File: src/rtl/mag_arb.sv
// mag_arb: round-robin scheduler sharing one magnitude estimator among NCH
// requesters. Grants are combinational, operands and a channel tag are
// registered at the grant edge, and the tag rides alongside the estimator
// pipeline so each result lands in its own channel's output register.
module mag_arb #(
    parameter int NCH = 4,
    parameter int LAT = 2
) (
    input  logic             clk,
    input  logic             rstn,
    input  logic             en,
    input  logic [NCH-1:0]   req,
    input  logic [8*NCH-1:0] x_in,
    input  logic [8*NCH-1:0] y_in,
    output logic [NCH-1:0]   ack,
    output logic [7:0]       est_x,
    output logic [7:0]       est_y,
    output logic             est_iv,
    input  logic [7:0]       est_mag,
    input  logic             est_ov,
    output logic [8*NCH-1:0] mag_out,
    output logic [NCH-1:0]   mag_v,
    output logic             busy,
    output logic             err
);

    typedef struct packed {
        logic       v;
        logic [2:0] id;
    } tag_t;

    // The estimator's own valid pipe is not reset, so its output is ignored
    // for this many cycles after reset release.
    localparam logic [7:0] SETTLE = 8'(LAT + 1);

    logic [2:0]          last_q;
    logic                gnt_v;
    logic [2:0]          gnt_id;
    int                  idx;
    logic [7:0]          sel_x;
    logic [7:0]          sel_y;
    logic [7:0]          est_x_q;
    logic [7:0]          est_y_q;
    tag_t                issue_q;
    tag_t                pipe_q [LAT];
    tag_t                final_tag;
    logic [NCH-1:0][7:0] mag_q;
    logic [NCH-1:0]      mag_v_q;
    logic [7:0]          settle_q;
    logic                err_q;
    logic                chk_en;
    logic                mismatch;
    logic                busy_w;

    // Pick the first requester after last_q in circular order.
    always_comb begin
        // NOTE: every signal written here gets a default first, so no path
        // through the block leaves it unassigned and infers a latch.
        gnt_v  = 1'b0;
        gnt_id = last_q;
        idx    = 0;
        for (int off = 1; off <= NCH; off++) begin
            idx = int'(last_q) + off;
            if (idx >= NCH) idx = idx - NCH;
            for (int k = 0; k < NCH; k++) begin
                if (!gnt_v && en && req[k] && (k == idx)) begin
                    gnt_v  = 1'b1;
                    gnt_id = 3'(k);
                end
            end
        end
    end

    // One-hot grant pulse and operand mux for the granted channel.
    always_comb begin
        ack   = '0;
        sel_x = '0;
        sel_y = '0;
        for (int k = 0; k < NCH; k++) begin
            if (gnt_v && (gnt_id == 3'(k))) begin
                ack[k] = 1'b1;
                sel_x  = x_in[8*k +: 8];
                sel_y  = y_in[8*k +: 8];
            end
        end
    end

    // Issue stage: capture granted operands and start the channel tag.
    always_ff @(posedge clk or negedge rstn) begin
        // NOTE: sequential state uses non-blocking assignments so every
        // register samples the pre-edge value of its sources.
        if (!rstn) begin
            last_q  <= 3'(NCH - 1);
            est_x_q <= '0;
            est_y_q <= '0;
            issue_q <= '0;
        end else if (gnt_v) begin
            last_q  <= gnt_id;
            est_x_q <= sel_x;
            est_y_q <= sel_y;
            issue_q <= '{v: 1'b1, id: gnt_id};
        end else begin
            issue_q <= '0;
        end
    end

    // Tag pipe: LAT stages aligned with the estimator latency, no stall.
    always_ff @(posedge clk or negedge rstn) begin
        if (!rstn) begin
            for (int s = 0; s < LAT; s++) pipe_q[s] <= '0;
        end else begin
            pipe_q[0] <= issue_q;
            for (int s = 1; s < LAT; s++) pipe_q[s] <= pipe_q[s-1];
        end
    end

    assign final_tag = pipe_q[LAT-1];

    // Writeback: route the emerging magnitude to the tagged channel.
    always_ff @(posedge clk or negedge rstn) begin
        // NOTE: mag_q is reset explicitly because every channel field must
        // read zero out of reset; a plain storage array would not need one.
        if (!rstn) begin
            mag_q   <= '0;
            mag_v_q <= '0;
        end else begin
            for (int k = 0; k < NCH; k++) begin
                if (final_tag.v && (final_tag.id == 3'(k))) begin
                    mag_q[k]   <= est_mag;
                    mag_v_q[k] <= 1'b1;
                end else begin
                    mag_v_q[k] <= 1'b0;
                end
            end
        end
    end

    // Self-check: after settling, est_ov must track the final tag valid.
    assign chk_en   = (settle_q == SETTLE);
    assign mismatch = chk_en && (est_ov != final_tag.v);

    always_ff @(posedge clk or negedge rstn) begin
        if (!rstn) begin
            settle_q <= '0;
            err_q    <= 1'b0;
        end else begin
            if (!chk_en) settle_q <= settle_q + 8'd1;
            err_q <= err_q | mismatch;
        end
    end

    // Busy while the issue stage or any tag stage holds a valid entry.
    always_comb begin
        busy_w = issue_q.v;
        for (int s = 0; s < LAT; s++) busy_w = busy_w | pipe_q[s].v;
    end

    assign est_x   = est_x_q;
    assign est_y   = est_y_q;
    assign est_iv  = issue_q.v;
    assign mag_out = mag_q;
    assign mag_v   = mag_v_q;
    assign busy    = busy_w;
    // The live mismatch is folded in so the flag rises in the very cycle the
    // disagreement is seen; err_q keeps it set afterwards.
    assign err     = err_q | mismatch;

endmodule
File: config.mk
export PLATFORM = sky130hd
export DESIGN_NAME = mag_arb
export DESIGN_NICKNAME = d
export VERILOG_FILES = /design/src/rtl/mag_arb.sv
export SDC_FILE = /design/constraint.sdc
export NUM_CORES = 1
export LEC_CHECK = 0
export CORE_AREA = 3 3 103 105
export DETAILED_ROUTE_END_ITERATION = 7
export DIE_AREA = 0 0 106 108
export HOLD_SLACK_MARGIN = 0.12
export PLACE_DENSITY = 0.76
export REMOVE_ABC_BUFFERS = 1
export SLEW_MARGIN = 20
export SYNTH_ARGS = -nofsm -noshare
export SYNTH_HDL_FRONTEND = slang
export SYNTH_SLANG_ARGS = --single-unit
File: constraint.sdc
create_clock -name clk -period 2.6 [get_ports clk]
set_clock_uncertainty 0.1 [all_clocks]
set_input_delay 0.26 -clock clk [delete_from_list [all_inputs] [get_ports clk]]
set_output_delay 0.26 -clock clk [all_outputs]
set_load 0.01 [all_outputs]
==> impl_summary.log <==
INFO  metric grt_pass1_vias = about 3.6k
INFO  metric start_of_the_worst_register_to_register_path = last_q[1]$_DFFE_PN1P_
INFO  metric final.setup.worst_slack = -0.415 ns
INFO  metric grt_antenna_before_repair = 0
INFO  metric yosys_register_bits = 76
INFO  metric power.leakage = between 2 and 3 nW
INFO  metric worstSkewPairLatency = between 0.3 and 0.4 ns
INFO  metric post-place-cells = approximately 620
INFO  metric drt-total-wl = between 10,000 and 15,000 µm
INFO  metric layoutNonFillerInstCount = 650
INFO  metric diodes = 0
INFO  metric synth_area = roughly 4000 µm²
INFO  metric finalWeightedCongestion = 0.873
INFO  metric routed_via_density = between 5 and 6
INFO  metric final_min_period_over_clock_period = 1.16
INFO  metric port_buffers = between 100 and 150
INFO  metric holdCritPathClass = reg -> reg
INFO  metric globalRoute.busiestLayer = met2
INFO  metric failed_checks = negative setup slack
INFO  metric totalNegativeSetupSlack = -7.18 ns
INFO  metric crit_start = last_q[1]$_DFFE_PN1P_
INFO  metric die_area = approximately 11,000 µm²
INFO  metric critical_path.slowest_cell = dfstp_2
INFO  metric yosysWarningCount = 0
INFO  metric status = finished with violations
INFO  metric critical_path.cell_chain = inv_2 > buf_4 > ha_2 > nor3b_2 > mux2i_2 > nor4b_4 > a2bb2oi_2 > inv_2 > nor2_2 > buf_4
INFO  metric crit_arrival = ~2.7 ns
INFO  metric wl_per_cell = 18.2 µm
INFO  metric die_x = 106 µm
INFO  metric critical_path.endpoint_type = output pin
INFO  metric yosysTopAreaCellShare = 0.463
INFO  metric cts-root-to-sink-buffers = 2
INFO  metric grt_use_met1 = 0.221
INFO  metric fin_crit = 3.01 ns
INFO  metric max_slew_margin = 0.369
INFO  metric finalMaxSlewViolations = 0
INFO  metric place_hpwl = ~8000 µm
INFO  metric max_slew.worst_pin.slew = between 0.9 and 1 ns
INFO  metric share_of_layout_cells_above_drive_strength_1 = 0.342
INFO  metric grtUsageMet2 = 0.364
INFO  metric synth.yosys.seq_area_share = 0.476
INFO  metric ys_dominant_reg_cell = dfrtp_1
INFO  metric timing.critical_path.max_delay_family = simple AND/OR/NAND/NOR gates
INFO  metric crit_path_max_fanout = 6
INFO  metric num_rows = 36
INFO  metric dpl-instance-area = approximately 5700 µm²
INFO  metric power-per-cell-area = about 1400 nW/µm²
INFO  metric nNetsFinal = between 500 and 600
INFO  metric clock_h_tree_levels = 3
INFO  metric timing.critical_path.buf_inv = 4
INFO  metric drt_drc_violations_left = 0
INFO  metric worst_ir_drop_vdd = just under 0.9 mV
INFO  metric yosysUniqueCellTypes = 61
INFO  metric grt_setup_unrepaired = yes
INFO  metric finalSetupViolations = 20
INFO  metric io_pins = 139
INFO  metric clkSinkCount = between 70 and 80
INFO  metric grt_first_pass_wirelength = between 15,000 and 20,000 µm
INFO  metric num_vias = ~3.5k
INFO  metric total_power = 8.69 mW
INFO  metric core-area = ~9700 µm²
INFO  metric initialDrtViolationCount = 122
INFO  metric area_delta_synth_final = 59.7%
INFO  metric groute.layer.met3.usage = 0.0501
INFO  metric grt_overflow_total = 0
INFO  metric worstSetupPathType = reg -> out
INFO  metric synth_area_per_cell = ~12 µm²
INFO  metric clock-root-buffer = clkbuf_8
INFO  metric worst_setup_path_start_kind = register
INFO  metric cpPeakStageDelay = between 0.6 and 0.7 ns
INFO  metric cts-buffers-inserted = 9
INFO  metric maxClockFrequency = about 330 MHz
INFO  metric syn_inst = roughly 330
INFO  metric synth_area_leader_cell = dfrtp_1
INFO  metric antenna_left = 0
INFO  metric final_number_of_hold_violating_endpoints = 0
INFO  metric die_y = between 100 and 150 µm
INFO  metric detailedRoute.firstPassIterationCount = 4
INFO  metric final_area = between 6000 and 7000 µm²
INFO  metric start_util = 0.411
INFO  metric critical_path_required = 2.24 ns
INFO  metric timing.max_cap.violations = 0
INFO  metric groute.usage.overall = 0.197
INFO  metric synth-async-reset-ratio = 1.00
INFO  metric maximum_number_of_pins_on_one_net_before_global_route_repair = 77
INFO  metric edff_count_synth = 0
INFO  metric ys_top_cells_by_area = dfrtp_1 (46%), mux2_2 (11%), nand3_1 (6.5%)
INFO  metric tritoncts = built
INFO  metric clkSlewWorstSetupHoldPaths = 0.08 ns
INFO  metric hold_path_startpoint = pipe_q[4]$_DFF_PN0_
-- path summary, 6_finish.rpt --
path / end / slack (ns) / depth (start not counted)
max: ack[0] / -0.41 / 10
min: final_tag[0]$_DFF_PN0_ / 0.24 / 0
max reg2reg: est_x[2]$_DFFE_PN0P_ / -0.37 / 12
min reg2reg: final_tag[0]$_DFF_PN0_ / 0.24 / 0
max in group asynchronous: est_x[4]$_DFFE_PN0P_ / 1.28 / 2
min in group asynchronous: settle_q[6]$_DFFE_PN0N_ / 0.51 / 2
-- metrics by stage --
stage	hold slack, ns	utilization	worst slack (ns)
detailed placement	0.236	0.581	-0.549
finish	0.240	0.657	-0.415
CTS	0.246	0.633	-0.348
global route	0.252	0.657	-0.557
global placement	0.231	0.581	-0.432
floorplan	-0.136	-	-0.820
-- logic make-up after synthesis --
family                     Yosys count  share of synthesized area
AOI/OAI and AO/OA                   55                      0.127
xor gates and xnor gates             8                     0.0175
adders and majority gates            7                     0.0219
buffers and inverters               30                     0.0547
DFF                                 76                      0.476
muxes                               54                      0.159
other                                1                   0.000937
and+or+nand+nor                    103                      0.143
-- worst register-to-register path: stages, from the launching register on --
cell and delay [ns]:
dfstp_2 0.63, inv_2 0.08, buf_4 0.13, ha_2 0.17
nor3b_2 0.22, mux2i_2 0.13, nor4b_4 0.31, a2bb2oi_2 0.26
inv_2 0.12, buf_6 0.16, clkbuf_16 0.16, mux2_4 0.30
a31oi_2 0.12
-- cell usage in the layout (no fill, tap or decap), drive strengths merged, types with 4 or more instances in the layout --
master / synthesis / layout
nand3: 52 / 52
clkbuf: 2 / 11
xnor2: 6 / 6
buf: 21 / 54
a21oi: 4 / 4
o32ai: 17 / 17
nor2: 12 / 12
ha: 7 / 7
inv: 6 / 8
nand2b: 4 / 4
dfrtp: 74 / 74
clkdlybuf4s50: 0 / 132
a31oi: 19 / 19
nand2: 12 / 12
mux2i: 4 / 4
mux2: 50 / 50
-- what timing repair did --
action | CTS | global route
pin swaps | 13 | 24
cloned | 1 | 2
resized for setup | 52 | 36
hold endpoints to repair | 74 | 0
hold buffers | 1 | 0
setup endpoints to repair | 21 | 23
setup buffers | 10 | 3
-- per-layer routing --
layer,share of wire,vias up
met5,0,-
met4,0.020,0
met3,0.062,21
met2,0.53,152
met1,0.39,1715
li1,-,1604
-- Yosys cell counts, drive strengths merged, types with 6 or more instances --
cell    n
dfrtp  74
mux2   50
o32ai  17
nand3  52
a31oi  19
nand2  12
inv     6
xnor2   6
buf    21
ha      7
nor2   12
-- flip-flops by register name (all words and copies together) (netlist names) --
name,count
mag_out,32
final_tag,4
est_y,8
est_x,8
settle_q,8
issue_q,3
est_iv,1
mag_v,4
err_q,1
pipe_q,4
last_q,3
-- final cells by class --
type	instances	area [µm²]
tap	133	166
inverter	7	31.3
sequential	76	1900
multi-input combinational	228	2140
fill	741	3340
clock buffer	9	124
clock inverter	7	97.6
timing repair buffer	190	1920
-- power by group --
group          switching [mW]  total (mW)  internal, mW
combinational            2.59        5.68          3.08
sequential              0.302        2.00          1.70
clock                   0.461        1.01         0.546
Note: power is estimated with default switching activity, not from simulation.
